--- src/rtl/mdu_pkg.sv ---
// mdu_pkg: shared encodings for the iterative multiply/divide unit.
// Latency: n/a (constants, state encodings and a helper only).
// Backpressure: n/a.
package mdu_pkg;

  localparam int XLEN = 64;

  // Decode-stage func3 encodings of the RV64M ops
  localparam logic [2:0] MDU_MUL    = 3'b000;
  localparam logic [2:0] MDU_MULH   = 3'b001;
  localparam logic [2:0] MDU_MULHSU = 3'b010;
  localparam logic [2:0] MDU_MULHU  = 3'b011;
  localparam logic [2:0] MDU_DIV    = 3'b100;
  localparam logic [2:0] MDU_DIVU   = 3'b101;
  localparam logic [2:0] MDU_REM    = 3'b110;
  localparam logic [2:0] MDU_REMU   = 3'b111;

  typedef enum logic [1:0] {
    ST_IDLE = 2'd0,
    ST_CALC = 2'd1,
    ST_DONE = 2'd2
  } state_t;

  // Sign-extend a 32-bit value to XLEN
  function automatic logic [XLEN-1:0] sext32(input logic [31:0] v);
    return {{(XLEN-32){v[31]}}, v};
  endfunction

endpackage

--- src/rtl/mdu_div_iter.sv ---
// mdu_div_iter: restoring divider register pair, one quotient bit per step on magnitudes.
// Latency: one bit per asserted step; next-state values are exported for same-edge capture.
// Backpressure: none; the parent controls load/step.
module mdu_div_iter
  import mdu_pkg::*;
(
  input  logic            clk,
  input  logic            rst_n,
  input  logic            load,
  input  logic            step,
  input  logic [XLEN-1:0] dividend,
  input  logic [XLEN-1:0] divisor,
  output logic [XLEN-1:0] quo_nxt,
  output logic [XLEN-1:0] rem_nxt
);

  logic [XLEN-1:0] quo_q;
  logic [XLEN-1:0] rem_q;
  logic [XLEN-1:0] dvs_q;
  logic [XLEN:0]   shifted;
  logic [XLEN-1:0] diff;
  logic            ge;

  // One restoring step: shift in the next dividend bit, subtract if it fits.
  // When the subtraction fits the true difference is below the divisor, so
  // the low XLEN bits of the wrapped difference are exact.
  always_comb begin
    shifted = {rem_q, quo_q[XLEN-1]};
    ge      = shifted >= {1'b0, dvs_q};
    diff    = shifted[XLEN-1:0] - dvs_q;
    rem_nxt = ge ? diff : shifted[XLEN-1:0];
    quo_nxt = {quo_q[XLEN-2:0], ge};
  end

  // Load operands on acceptance, otherwise advance one bit per step
  always_ff @(posedge clk or negedge rst_n) begin
    if (!rst_n) begin
      quo_q <= '0;
      rem_q <= '0;
      dvs_q <= '0;
    end else if (load) begin
      quo_q <= dividend;
      rem_q <= '0;
      dvs_q <= divisor;
    end else if (step) begin
      quo_q <= quo_nxt;
      rem_q <= rem_nxt;
    end
  end

endmodule

--- src/rtl/mdu.sv ---
// mdu: iterative RV64M multiply/divide unit (radix-2 shift-add, restoring divide).
// Latency: done 64 cycles after the accepting cycle (32 for W-ops), next cycle for div-by-0/overflow/illegal.
// Backpressure: busy high while iterating; start ignored while busy; flush aborts. Macro MDU_WORD_EN enables W-ops.
module mdu
  import mdu_pkg::*;
(
  input  logic            clk,
  input  logic            rst_n,
  input  logic            start,
  input  logic [2:0]      func3,
  input  logic            word,
  input  logic [XLEN-1:0] src1,
  input  logic [XLEN-1:0] src2,
  input  logic            flush,
  output logic            busy,
  output logic            done,
  output logic [XLEN-1:0] result
);

  state_t            state;
  logic              op_div;
  logic              sgn1;
  logic              sgn2;
  logic [XLEN-1:0]   ext_a;
  logic [XLEN-1:0]   ext_b;
  logic [XLEN-1:0]   mag_a;
  logic [XLEN-1:0]   mag_b;
  logic [XLEN-1:0]   min_neg;
  logic [XLEN-1:0]   spec_res;
  logic [XLEN-1:0]   div_dividend;
  logic              a_neg;
  logic              b_neg;
  logic              div0;
  logic              ovf;
  logic              illegal;
  logic              special;
  logic              accept;
  logic [6:0]        iter_cnt;
  logic [6:0]        cnt_q;
  logic [2:0]        op_q;
  logic              neg_q;
  logic              rneg_q;
  logic [XLEN-1:0]   mcand_q;
  logic [2*XLEN-1:0] acc_q;
  logic [2*XLEN-1:0] acc_nxt;
  logic [XLEN:0]     sum;
  logic [2*XLEN-1:0] prod_fix;
  logic [XLEN-1:0]   quo_nxt;
  logic [XLEN-1:0]   rem_nxt;
  logic [XLEN-1:0]   quo_fix;
  logic [XLEN-1:0]   rem_fix;
  logic [XLEN-1:0]   calc_res;
`ifdef MDU_WORD_EN
  logic              word_q;
  logic [31:0]       prod_w;
`else
  logic              word_unused;
  assign word_unused = word;
`endif

  assign accept = start & ~flush & (state != ST_CALC);

  // Operand decode: signedness, W-truncation, magnitudes and the one-cycle special cases
  always_comb begin
    op_div   = func3[2];
    sgn1     = op_div ? ~func3[0] : (func3[1:0] != 2'b11);
    sgn2     = op_div ? ~func3[0] : ~func3[1];
    ext_a    = src1;
    ext_b    = src2;
    min_neg  = {1'b1, {(XLEN-1){1'b0}}};
    iter_cnt = 7'd64;
    illegal  = 1'b0;
`ifdef MDU_WORD_EN
    if (word) begin
      ext_a    = sgn1 ? sext32(src1[31:0]) : {32'b0, src1[31:0]};
      ext_b    = sgn2 ? sext32(src2[31:0]) : {32'b0, src2[31:0]};
      min_neg  = sext32(32'h8000_0000);
      iter_cnt = 7'd32;
      illegal  = ~op_div & (func3 != MDU_MUL);
    end
`endif
    a_neg   = sgn1 & ext_a[XLEN-1];
    b_neg   = sgn2 & ext_b[XLEN-1];
    mag_a   = a_neg ? -ext_a : ext_a;
    mag_b   = b_neg ? -ext_b : ext_b;
    div0    = op_div & (ext_b == '0);
    ovf     = op_div & ~func3[0] & (ext_a == min_neg) & (ext_b == '1);
    special = illegal | div0 | ovf;

    // div-by-0: quotient all ones, remainder = dividend; overflow: quotient = dividend, remainder 0
    if (illegal)
      spec_res = '0;
    else if (div0)
      spec_res = func3[1] ? ext_a : '1;
    else
      spec_res = func3[1] ? '0 : ext_a;

    // W-ops place the 32-bit dividend in the top half so 32 steps leave the quotient in the low half
    div_dividend = mag_a;
`ifdef MDU_WORD_EN
    if (word) begin
      spec_res     = sext32(spec_res[31:0]);
      div_dividend = {mag_a[31:0], 32'b0};
    end
`endif
  end

  // Shift-add multiply step: add multiplicand into the upper half when the LSB is set, then shift right
  always_comb begin
    sum     = {1'b0, acc_q[2*XLEN-1:XLEN]} + (acc_q[0] ? {1'b0, mcand_q} : {(XLEN+1){1'b0}});
    acc_nxt = {sum, acc_q[XLEN-1:1]};
  end

  mdu_div_iter u_div (
    .clk      (clk),
    .rst_n    (rst_n),
    .load     (accept),
    .step     ((state == ST_CALC) & ~flush),
    .dividend (div_dividend),
    .divisor  (mag_b),
    .quo_nxt  (quo_nxt),
    .rem_nxt  (rem_nxt)
  );

  // Sign fix-up and result select from the values produced by the final step
  always_comb begin
    prod_fix = neg_q ? -acc_nxt : acc_nxt;
    quo_fix  = neg_q ? -quo_nxt : quo_nxt;
    rem_fix  = rneg_q ? -rem_nxt : rem_nxt;
    case (op_q)
      MDU_MUL:                         calc_res = prod_fix[XLEN-1:0];
      MDU_MULH, MDU_MULHSU, MDU_MULHU: calc_res = prod_fix[2*XLEN-1:XLEN];
      MDU_DIV, MDU_DIVU:               calc_res = quo_fix;
      default:                         calc_res = rem_fix;
    endcase
`ifdef MDU_WORD_EN
    // After 32 steps the product sits at acc[95:32]; only its low word is kept
    prod_w = neg_q ? -acc_nxt[63:32] : acc_nxt[63:32];
    if (word_q)
      calc_res = sext32((op_q == MDU_MUL) ? prod_w : calc_res[31:0]);
`endif
  end

  // Control FSM with registered busy/done/result
  always_ff @(posedge clk or negedge rst_n) begin
    if (!rst_n) begin
      state   <= ST_IDLE;
      busy    <= 1'b0;
      done    <= 1'b0;
      result  <= '0;
      cnt_q   <= '0;
      op_q    <= '0;
      neg_q   <= 1'b0;
      rneg_q  <= 1'b0;
      mcand_q <= '0;
      acc_q   <= '0;
`ifdef MDU_WORD_EN
      word_q  <= 1'b0;
`endif
    end else if (flush) begin
      state <= ST_IDLE;
      busy  <= 1'b0;
      done  <= 1'b0;
    end else begin
      busy <= 1'b0;
      done <= 1'b0;
      case (state)
        ST_IDLE, ST_DONE: begin
          if (start) begin
            op_q    <= func3;
            neg_q   <= a_neg ^ b_neg;
            rneg_q  <= a_neg;
            mcand_q <= mag_a;
            acc_q   <= {{XLEN{1'b0}}, mag_b};
`ifdef MDU_WORD_EN
            word_q  <= word;
`endif
            if (special) begin
              state  <= ST_DONE;
              done   <= 1'b1;
              result <= spec_res;
            end else begin
              state <= ST_CALC;
              busy  <= 1'b1;
              cnt_q <= iter_cnt;
            end
          end else begin
            state <= ST_IDLE;
          end
        end
        ST_CALC: begin
          acc_q <= acc_nxt;
          cnt_q <= cnt_q - 7'd1;
          if (cnt_q == 7'd1) begin
            state  <= ST_DONE;
            done   <= 1'b1;
            result <= calc_res;
          end else begin
            busy <= 1'b1;
          end
        end
        default: state <= ST_IDLE;
      endcase
    end
  end

endmodule
--- config.mk ---
export PLATFORM = sky130hd
export DESIGN_NAME = mdu
export DESIGN_NICKNAME = d
export VERILOG_FILES = /design/src/rtl/mdu_pkg.sv /design/src/rtl/mdu_div_iter.sv /design/src/rtl/mdu.sv
export SDC_FILE = /design/constraint.sdc
export NUM_CORES = 2
export LEC_CHECK = 0
export CAP_MARGIN = 20
export CORE_ASPECT_RATIO = 0.9
export CORE_MARGIN = 2
export CORE_UTILIZATION = 51
export CTS_CLUSTER_DIAMETER = 100
export DETAILED_ROUTE_END_ITERATION = 8
export PLACE_DENSITY = 0.69
export SYNTH_ARGS = -nofsm -noshare
export SYNTH_HDL_FRONTEND = slang
export SYNTH_SLANG_ARGS = --single-unit
--- constraint.sdc ---
create_clock -name clk -period 10.55 [get_ports clk]
set_clock_uncertainty 0.2 [all_clocks]
set_input_delay 1.055 -clock clk [delete_from_list [all_inputs] [get_ports clk]]
set_output_delay 1.055 -clock clk [all_outputs]
set_load 0.03 [all_outputs]
==> After elaboration in Yosys (flattened, before gate mapping) <==
Cells that the tools add are included.
{ "word_totals": {"reg_bits": 464, "in_bits": 136, "out_inout_bits": 66, "elab_cells": 106} }
{ "op_classes": {"addsub": 8, "n_lt_le_gt_ge": 1, "n_eq_ne": 17, "mux": 41, "bitwise_logic": 14, "reduce_logical": 12} }
{ "op_table": {"columns": ["cell", "count"], "rows": [
  ["$mux 64", 16],
  ["$mux 128", 2],
  ["$neg 64->64", 4],
  ["$pmux 128 s2", 1],
  ["$pmux 64 s3", 1],
  ["$eq 64x64->1 const B", 2],
  ["$neg 128->128", 1],
  ["$pmux 64 s2", 1],
  ["$add 64x64->65", 1],
  ["$ge 65x64->1", 1],
  ["$logic_not 64->1", 1],
  ["$sub 64x64->64", 1],
  ["$mux 7", 2],
  ["$pmux 7 s2", 1],
  ["$mux 1", 10],
  ["$and 1x1->1", 9],
  ["$mux 2", 4],
  ["$ne 2x2->1 const B", 4],
  ["$eq 7x1->1 const B", 1],
  ["$sub 7x1->7 const B", 1],
  ["$eq 3x2->1 const B", 2],
  ["$eq 3x3->1 const B", 2],
  ["$reduce_and 3->1", 2],
  ["$reduce_and 5->1", 1],
  ["16 further kinds", 22]
]} }

==> Logic depth before layout (Yosys ltp) <==
{ "logic_depth": {"depth_word": 9, "mapped_depth": 27} }

==> Cells and area by module <==
A second synthesis with hierarchy kept.
{ "unflattened": {"hier_cells": 5116, "area_unflattened_um2": 40395.0} }
{ "modules_own_cells": {"columns": ["mod", "n_inst", "cells_per_inst", "area_per_inst_um2", "seq_area_each_um2"], "rows": [
  ["mdu", 1, 3499, 26999.6, 6806.5],
  ["mdu_div_iter", 1, 1617, 13395.3, 4804.6]
]} }

==> Worst setup path after synthesis <==
No wires, ideal clock.
{ "synth_timing": {"path_type": "flip-flop to flip-flop", "from": "reg u_div.rem_q[17]", "to": "reg result[62]", "setup_ns": 0.121, "arrival_ns": 6.261, "t_required_ns": 10.229, "slack_ns": 3.968, "stages_incl_launch_ff": 27, "n_path_buf": 6, "synth_period_minus_slack_ns": 6.582, "path_cell_list": "dfrtp_1 -> ha_1 -> clkbuf_1 -> a21oi_1 -> o21ai_0 -> a211oi_1 -> o21bai_1 -> o2111ai_2 -> nand3_2 -> inv_2 -> buf_2 -> buf_1 -> clkbuf_1 -> buf_1 -> ha_1 -> nand2_1 -> or4_1 -> or4_1 -> nand2b_1 -> buf_2 -> or3_1 -> o21ai_0 -> xor2_1 -> o221ai_1 -> a221oi_1 -> o311a_1 -> a21oi_1"} }
{ "synth_between": {"elab_chain_cells": 7} }
{ "synth_rtl": {"columns": ["element", "line", "rtl"], "rows": [
  ["start, declared", "mdu_div_iter.sv:18", "logic [XLEN-1:0] rem_q;"],
  ["start signal, assigned", "mdu_div_iter.sv:47", "rem_q <= rem_nxt;"],
  ["$sub 64x64->64 or $ge 65x64->1 (tied branches)", "mdu_div_iter.sv:30, mdu_div_iter.sv:29", null],
  ["$mux 64", "mdu_div_iter.sv:31", "rem_nxt = ge ? diff : shifted[XLEN-1:0];"],
  ["$neg 64->64", "mdu.sv:129", "rem_fix = rneg_q ? -rem_nxt : rem_nxt;"],
  ["$mux 64", "mdu.sv:129", null],
  ["$pmux 64 s3 *", "mdu.sv:130", "case (op_q)"],
  ["$mux 64 *", "mdu.sv:194", "if (cnt_q == 7'd1) begin"],
  ["$pmux 64 s2 *", "mdu.sv:167", "case (state)"],
  ["end signal, assigned", "mdu.sv:181", "result <= spec_res;"],
  ["end signal, assigned", "mdu.sv:197", "result <= calc_res;"],
  ["end, declared", "mdu.sv:17", "output logic [XLEN-1:0] result"]
]} }
Mark *: on every way between the ends. The rest lies on a longest branch, timed or not. The select of a mux whose other input is x is not followed.
A chain may end at the register's enable or synchronous reset.

==> Final worst setup path <==
{ "layout_timing": {"from": "reg u_div.rem_q[5]", "to": "reg result[58]"} }
The elaborated chain is that of the path after synthesis.

==> reports/metrics.yaml <==
outcome:
  outcome: "finished, final reports clean"
cells_and_area:
  final_cell_mix: "nand2_1 (695), o21ai_0 (644), a21oi_1 (476), dfrtp_1 (463), nor2_1 (448)"
  drive_gt1_frac: 0.0503
  syn_to_final_growth_pct: 11.7
  layout_commonest_cell: "nand2_1"
  final_cell_area_um2: 45500
  nets: 5674
synth:
  yosysWarningCount: 0
  yosysSeqAreaShare: 0.285
  synthArstFlopShare: 1.00
  syn_inst: 5412
  avgSynthCellArea_um2: 7.53
  synth_seq_cells: 464
  synthTopCellsByArea: "dfrtp_1 (28%), o21ai_0 (7.9%), nand2_1 (6.4%)"
  synth_edf_count: 0
  synth_nets: 5686
  synth_top_area_share: 0.285
  yosysTopAreaCell: "dfrtp_1"
  synth_ff_type: "dfrtp_1"
  syn-cell-area_um2: 40800
  synth_cell_types: 102
cts:
  hold_buffers: 0
  post-cts-setup-buffers: 0
  path_clk_slew_ps: 60
  clockBufferDepth: 3
  cts_resized: 0
  clk_latency_ps: 670
  cts_root_buf: "clkbuf_16"
  htree_levels: 2
  cts_tree: "built"
  cts.sinks: 464
  numCtsBuffers: 56
sta:
  finalSetupViolations: 0
  fin_crit_sh: 0.780
  min_period_ps: 8230
  worst_pin_slew_ps: 1240
  finalHoldViolCount: 0
  rsz0062_at_grt: "false"
  clock.fmax_mhz: 122
  maxSlewHeadroom: 0.168
  slew_violations: 0
  final.setup.tns_ps: 0
critical_path:
  critPathLaunchType: "register"
  path_max_fanout: 43
  cp-end-kind: "register"
  worstSetupPathType: "reg -> reg"
  required_ps: 10860
  arrival_ps: 8540
drt:
  met2_length_um: 75500
  met1Wirelength_um: 80600
  wl_um: 194000
  highest_layer: "met5"
  vias_per_cell: 6.96
  first_pass_iters: 8
  ant_nets: 0
  vias: 45200
  drc_errors: 0
  routedWlPerCell_um: 29.8
  drtIter0Drc: 6764
  met3_length_um: 26400
die:
  initial_core_util: 0.514
  dieArea_um2: 82200
  ios: 202
  die_w_um: 302
  die_height_um: 272
  design.core.area_um2: 79300
  rows: 98
global_routing:
  overflow: 0
  grt_pass1_wl_um: 277000
  grt_usage: 0.455
  grt_start_max_net_pins: 207
  antenna_found_initial: 14
  grt_pass1_vias: 40100
power:
  pwr_density_cell_nw_per_um2: 325
  p_int_w: 0.00665
  netSwitchingPower_w: 0.00816
  power_frac_clock: 0.146
  finalPower_w: 0.0148
  p_comb_frac: 0.649
  p_seq_frac: 0.205
  vdd_drop_max_uv: 237
  switching_share: 0.551
  p_leak_nw: 18.4
worst_hold_path:
  hold_path_class: "in -> async"
place:
  placed_cell_area_um2: 43400
  gp_congestion: 1.10
  io_buffers: 200
  dpl.hpwl_um: 151000
run:
  drv_cap: 0
-- final timing paths --
check | from | end | slack (ps) | depth (start not counted)
worst min register to register | u_div.dvs_q[53] | u_div.dvs_q[53] | 280 | 2
min in group clk | u_div.dvs_q[53] | u_div.dvs_q[53] | 280 | 2
worst max register to register | u_div.rem_q[5] | result[58] | 2320 | 20
worst max-delay path | u_div.rem_q[5] | result[58] | 2320 | 20
worst min-delay path | rst_n | acc_q[103] | 180 | 1
max in group asynchronous | rst_n | result[14] | 7870 | 3
-- per-layer routing --
metal  vias to the layer above  GRT usage
met4                         4      0.218
met5                         -          0
met2                      3066      0.613
met1                     21800      0.644
li1                      19900          -
met3                       521      0.156
-- synth_stat cells, types with 12 or more instances --
| master | n |
|---|---|
| a211o_1 | 12 |
| a211oi_1 | 54 |
| a21boi_0 | 12 |
| a21o_1 | 49 |
| a21oi_1 | 476 |
| a221oi_1 | 26 |
| a22o_1 | 51 |
| a22oi_1 | 35 |
| a31oi_1 | 41 |
| and2_1 | 105 |
| and3_1 | 26 |
| and4_1 | 22 |
| buf_1 | 24 |
| buf_2 | 31 |
| clkbuf_1 | 298 |
| dfrtp_1 | 464 |
| ha_1 | 136 |
| inv_1 | 123 |
| mux2i_1 | 61 |
| nand2_1 | 695 |
| nand2b_1 | 36 |
| nand3_1 | 75 |
| nand4_1 | 128 |
| nor2_1 | 453 |
| nor2b_1 | 20 |
| nor3_1 | 126 |
| nor3b_1 | 12 |
| nor4_1 | 66 |
| nor4b_1 | 13 |
| o2111ai_1 | 13 |
| o211a_1 | 13 |
| o211ai_1 | 31 |
| o21a_1 | 26 |
| o21ai_0 | 644 |
| o21bai_1 | 15 |
| o221ai_1 | 35 |
| o22ai_1 | 45 |
| o31a_1 | 20 |
| o31ai_1 | 108 |
| o41ai_1 | 38 |
| or2_2 | 27 |
| or3_1 | 75 |
| or4_1 | 44 |
| xnor2_1 | 219 |
| xor2_1 | 205 |
-- state kept, by name, summed over array words and instances (netlist names), 2 cells and up --
name / count
state: 2
op_q: 3
mcand_q: 64
u_div.rem_q: 64
result: 64
u_div.dvs_q: 64
u_div.quo_q: 64
cnt_q: 7
acc_q: 128
-- through the flow --
step	instances	utilization	hold WS, ps	setup slack [ps]
floorplan	5412	-	238	3970
finish	6500	0.574	183	2320
global placement	6387	0.547	253	2800
global route	6496	0.574	226	1890
CTS	6493	0.573	205	2680
detailed placement	6389	0.548	260	2700
-- cell type report --
class	instances	area, um2
Tap cell	1050	1310
Timing Repair Buffer	286	2710
Sequential cell	464	11600
Multi-Input combinational cell	4467	27400
Inverter	125	469
Antenna cell	4	10.0
Clock buffer	72	1570
Fill cell	7561	33800
Clock inverter	32	438
-- cells by family (layout without fill, tap and decap cells) --
| family | after synthesis | count (layout) | share of synthesized area |
|---|---|---|---|
| AO/OA/AOI/OAI | 1864 | 1864 | 0.285 |
| AND/OR/NAND/NOR | 1968 | 1968 | 0.232 |
| multiplexers | 73 | 73 | 0.0184 |
| other | 0 | 4 | 0 |
| XOR/XNOR | 424 | 424 | 0.0911 |
| adder cells (fa/ha/maj) | 138 | 138 | 0.0427 |
| flip-flops | 464 | 464 | 0.285 |
| buffers and inverters | 481 | 515 | 0.0456 |
-- power groups by stage --
| stage | clock network, W | registers, W | logic (W) |
|---|---|---|---|
| 2_1_floorplan | 0 | 0.00296 | 0.00582 |
| 3_3_place_gp | 0 | 0.00301 | 0.00908 |
| 3_5_place_dp | 0 | 0.00302 | 0.00915 |
| 4_1_cts | 0.00216 | 0.00300 | 0.00920 |
| 5_1_grt | 0.00223 | 0.00308 | 0.0101 |
| 6_report | 0.00217 | 0.00304 | 0.00961 |
-- critical path: stages, from the launching register on --
cell and delay (ps):
dfrtp_1 460, ha_1 450, a21oi_1 340, o21ai_1 280, a21oi_1 280, o211ai_1 400
o2111ai_2 560, nand3_4 570, inv_2 220, buf_4 460, ha_1 320, nand2_1 170
or4_1 650, or4_1 520, nand2b_1 400, or3_1 540, o21ai_0 230, xor2_1 190
o21ai_0 210, a2111oi_2 460, o22ai_1 140
(Power assumes the default switching activity.)
